File: config.mk
export PLATFORM = sky130hd
export DESIGN_NAME = register_file_wb
export DESIGN_NICKNAME = d
export VERILOG_FILES = /design/src/rtl/register_file_wb.sv
export SDC_FILE = /design/constraint.sdc
export NUM_CORES = 2
export LEC_CHECK = 0
export BUFFER_PORTS_ARGS = -buffer_cell sky130_fd_sc_hd__buf_4
export CAP_MARGIN = 10
export CORE_MARGIN = 4
export CORE_UTILIZATION = 39
export DETAILED_ROUTE_END_ITERATION = 6
export GPL_TIMING_DRIVEN = 0
export PLACE_DENSITY = 0.51
export SLEW_MARGIN = 20
export SYNTH_ARGS = -nofsm -noshare
export SYNTH_HDL_FRONTEND = slang
export SYNTH_SLANG_ARGS = --single-unit
File: constraint.sdc
create_clock -name clk -period 65.1 [get_ports clk]
set_input_delay 3.255 -clock clk [delete_from_list [all_inputs] [get_ports clk]]
set_output_delay 3.255 -clock clk [all_outputs]
set_load 0.01 [all_outputs]
File: src/rtl/register_file_wb.sv
// Integer register file with write-back bypass and a per-register pending scoreboard.
// x0 is hard-wired to zero and never pending; dbg_data reads array contents only.

module rf_entry #(
  parameter int XLEN = 32
) (
  input  logic            clk,
  input  logic            rst,
  input  logic            we,
  input  logic            set,
  input  logic            clr,
  input  logic [XLEN-1:0] wdata,
  output logic [XLEN-1:0] q,
  output logic            pend
);
  always_ff @(posedge clk or posedge rst) begin
    if (rst) begin
      q    <= '0;
      pend <= 1'b0;
    end else begin
      if (we) q <= wdata;
      // a newer producer issued in the same cycle outranks the retiring write
      if (set)      pend <= 1'b1;
      else if (clr) pend <= 1'b0;
    end
  end
endmodule

module register_file_wb #(
  parameter int XLEN      = 32,
  parameter int REG_COUNT = 32,
  parameter int BYPASS    = 1,
  localparam int ADDR_W   = $clog2(REG_COUNT)
) (
  input  logic              clk,
  input  logic              rst,
  input  logic              wb_en,
  input  logic [ADDR_W-1:0] wb_addr,
  input  logic [XLEN-1:0]   wb_data,
  input  logic [ADDR_W-1:0] rs1_addr,
  input  logic [ADDR_W-1:0] rs2_addr,
  output logic [XLEN-1:0]   rs1_data,
  output logic [XLEN-1:0]   rs2_data,
  input  logic              pend_set,
  input  logic [ADDR_W-1:0] pend_addr,
  output logic              rs1_busy,
  output logic              rs2_busy,
  output logic              pend_any,
  input  logic [ADDR_W-1:0] dbg_addr,
  output logic [XLEN-1:0]   dbg_data
);
  logic [REG_COUNT-1:0][XLEN-1:0] regs;
  logic [REG_COUNT-1:0]           pend;

  assign regs[0] = '0;
  assign pend[0] = 1'b0;

  for (genvar r = 1; r < REG_COUNT; r++) begin : g_reg
    rf_entry #(.XLEN(XLEN)) u_entry (
      .clk   (clk),
      .rst   (rst),
      .we    (wb_en && wb_addr == ADDR_W'(r)),
      .set   (pend_set && pend_addr == ADDR_W'(r)),
      .clr   (wb_en && wb_addr == ADDR_W'(r)),
      .wdata (wb_data),
      .q     (regs[r]),
      .pend  (pend[r])
    );
  end

  // forwarding is suppressed under reset so outputs read zero immediately
  logic byp1, byp2;
  assign byp1 = (BYPASS != 0) && !rst && wb_en && (wb_addr == rs1_addr);
  assign byp2 = (BYPASS != 0) && !rst && wb_en && (wb_addr == rs2_addr);

  assign rs1_data = (rs1_addr == '0) ? '0 : (byp1 ? wb_data : regs[rs1_addr]);
  assign rs2_data = (rs2_addr == '0) ? '0 : (byp2 ? wb_data : regs[rs2_addr]);
  assign rs1_busy = pend[rs1_addr] && !byp1;
  assign rs2_busy = pend[rs2_addr] && !byp2;
  assign pend_any = |pend;
  assign dbg_data = regs[dbg_addr];
endmodule
==> flow_summary.toml <==
[sta]
fin_tns_setup_ns = 0
setup_viol = 0
period_minus_slack_ns = 10.82
rsz0062_at_grt = "false"
max_freq_ghz = 0.0924
worst_pin_slew_ns = 1.33
hold_viol = 0
slew_headroom_pct = 11.5
slew_viol_final = 0
fin_crit_sh_pct = 16.6
skew_ns = 0

[place]
post-place-cells = 6629
place_area_sq_um = 67800
port-buffer-count = 140
dpl.hpwl_mm = 221
place_congestion = 1.00

[synthesis]
syn_area_sq_um = 63200
yosys_warnings = 0
synth_cells = 4299
syn_nets = 4360
ys_ff_latch = 1023
ys_seq_area_share_pct = 40.5
yosysUniqueCellTypes = 47
syn_avg_cell_area_sq_um = 14.7

[clock_network]
cts_buffers = 130
cts_sinks = 1023
cts-root-buf = "clkbuf_16"
clk-insertion-delay-late_ns = 0.80
cts_tree = "done"
h-tree-depth = 4
post_cts_buffers = 0
clockBufferDepth = 3
hold_buffers = 0
cts.reportedPaths.clkPinSlew_ns = 0.06
ctsResizeCount = 0

[grt]
grt_pass1_wl_mm = 431
grt_max_degree = 97
grt-ovfl-total = 0
grt_pass1_vias = 47600
gr-usage-all-layers_pct = 38.4
antenna_found_initial = 32

[route]
vias = 49500
via_per_inst = 7.20
drt_iter0_markers = 8318
wl_per_cell_um = 47.7
drc = 8
wl_mm = 328
ant_nets = 0
dr.pass1.iters = 7

[die]
dieArea_sq_um = 168000
die_w_um = 410
start_util_pct = 39.3
num_rows = 147
ios = 160
die_h_um = 410
coreArea_sq_um = 161000

[pwr]
power.density_nw_per_um2 = 31.0
ir_drop_v = 0.0000262
total_power_w = 0.00224
power_leakage_nw = 30.2

[critical_path]
critPathArrivalTime_ns = 7.57
start_kind = "primary input"
worst_ep_required_time_ns = 61.85
critical_path_class = "in2out"
cp_max_fo = 10
end_kind = "output pin"

[cells_and_area]
area_growth_pct = 14.3
layout.cells.non_filler = 6875
final_util_pct = 44.9
drive_gt1_share_pct = 55.2
layout.nets = 4663
stdcell_area_sq_um = 72200

[run_status]
outcome = "complete, but fails checks"
violations = "DRC"

[hold_path]
hp-class = "reg2reg"

[job]
maxCapViolCount = 0
==> routing by layer <==
layer | GRT usage (%) | share of wire (%)
met5 | 1.24 | 0.054
met4 | 24.4 | 7.8
met3 | 17.5 | 14
met2 | 54.7 | 42
met1 | 47.0 | 36
==> power breakdown <==
part / switching [W] / leakage [nW] / internal (W)
clock: 0.000310 / 2.12 / 0.000437
combinational: 0.000272 / 15.0 / 0.000329
sequential: 0.000131 / 13.1 / 0.000762
total: 0.000713 / 30.2 / 0.00153
==> worst paths after layout <==
check | slack, ns | to | cells after the start | from
setup / recovery | 54.28 | rs2_data[27] | 9 | rs2_addr[2]
hold / removal | 0.54 | g_reg[18].u_entry.pend$_DFFE_PP0P_ | 2 | g_reg[18].u_entry.pend$_DFFE_PP0P_
setup reg to reg | 64.25 | g_reg[19].u_entry.q[4]$_DFFE_PP0P_ | 1 | g_reg[19].u_entry.q[4]$_DFFE_PP0P_
hold reg to reg | 0.54 | g_reg[18].u_entry.pend$_DFFE_PP0P_ | 2 | g_reg[18].u_entry.pend$_DFFE_PP0P_
max in group asynchronous | 59.74 | g_reg[19].u_entry.q[9]$_DFFE_PP0P_ | 8 | rst
min in group asynchronous | 2.48 | g_reg[12].u_entry.pend$_DFFE_PP0P_ | 2 | rst
==> layout by cell type, fill, tap and decap left out, drive strengths merged, types with 2 or more instances in the layout <==
cell	Yosys	routed
xnor2	8	8
o211ai	2	2
a21oi	12	12
dfrtp	1023	1023
xor2	2	2
nor2	162	162
nand3	17	17
nor3b	2	2
mux2	1133	1133
bufinv	0	7
clkinv	1	22
diode	0	17
a22oi	22	22
o21ai	25	25
nor4	28	28
nor3	141	141
inv	11	19
mux4	752	752
nand4b	2	2
or2	4	4
clkbuf	235	429
nand2	64	64
a221oi	63	63
a32o	5	5
o32ai	24	24
a211oi	10	10
buf	258	427
nor2b	10	10
o22ai	67	67
or3	4	4
o31ai	30	30
nand4	4	4
nand2b	8	8
a22o	42	42
mux2i	119	119
==> synthesized netlist by cell type, drive strengths merged <==
cell / number / area share (%)
mux2i: 119 / 1.9
nand3: 17 / 0.13
nand2: 64 / 0.38
nand4b: 2 / 0.028
o311ai: 1 / 0.014
or2: 4 / 0.040
clkinv: 1 / 0.0059
nand4: 4 / 0.040
nor3: 141 / 1.1
a2111oi: 1 / 0.014
dfrtp: 1023 / 41
o31ai: 30 / 0.36
nor3b: 2 / 0.024
a21oi: 12 / 0.095
a22o: 42 / 0.58
a22oi: 22 / 0.26
and3: 1 / 0.0099
a211oi: 10 / 0.12
xnor2: 8 / 0.11
nor2: 162 / 0.96
clkbuf: 235 / 1.4
and3b: 1 / 0.014
xor2: 2 / 0.028
o32ai: 24 / 0.33
and4: 1 / 0.014
o211ai: 2 / 0.024
mux2: 1133 / 20
a32o: 5 / 0.079
nor4: 28 / 0.28
or3: 4 / 0.040
nand3b: 1 / 0.012
o21ai: 25 / 0.20
nand2b: 8 / 0.079
or4: 1 / 0.012
o21bai: 1 / 0.012
a221oi: 63 / 0.87
mux4: 752 / 27
inv: 11 / 0.065
nor2b: 10 / 0.099
a311oi: 1 / 0.014
buf: 258 / 2.1
o22ai: 67 / 0.66
==> registers in the layout (all words and copies together) (netlist names) <==
| register | cells |
|---|---|
| g.u_entry.pend | 31 |
| g.u_entry.q | 992 |
==> critical path, stage by stage <==
cell      delay (ns)
buf_4           0.33
buf_2           0.46
buf_2           0.74
clkbuf_1        0.92
a221oi_1        0.20
o32ai_1         0.31
nor3_1          0.08
nor3_1          0.95
buf_4           0.27
==> through the flow <==
stage	worst slack, ns	hold slack, ns
global placement	19.17	0.505
detailed placement	54.50	0.521
global route	54.49	0.559
finish	54.28	0.539
CTS	54.48	0.533
floorplan	33.06	0.483
==> logic make-up (layout without fill, tap and decap cells) <==
logic type	Yosys count	after routing	synth area share (%)
compound gates	306	306	3.64
xor+xnor	10	10	0.139
buf+inv	505	904	3.54
flops	1023	1023	40.5
mux	2004	2004	48.9
other cells	0	17	0
simple gates	451	451	3.28
==> final cells by class <==
cell class,count,area (sq um)
Antenna cell,17,42.5
Buffer,493,2330
Clock buffer,192,3850
Clock inverter,36,430
Fill cell,14700,88600
Inverter,12,52.6
Multi-Input combinational cell,2771,35400
Sequential cell,1023,25600
Tap cell,2160,2700
Timing Repair Buffer,171,1760
(Power assumes the default switching activity.)
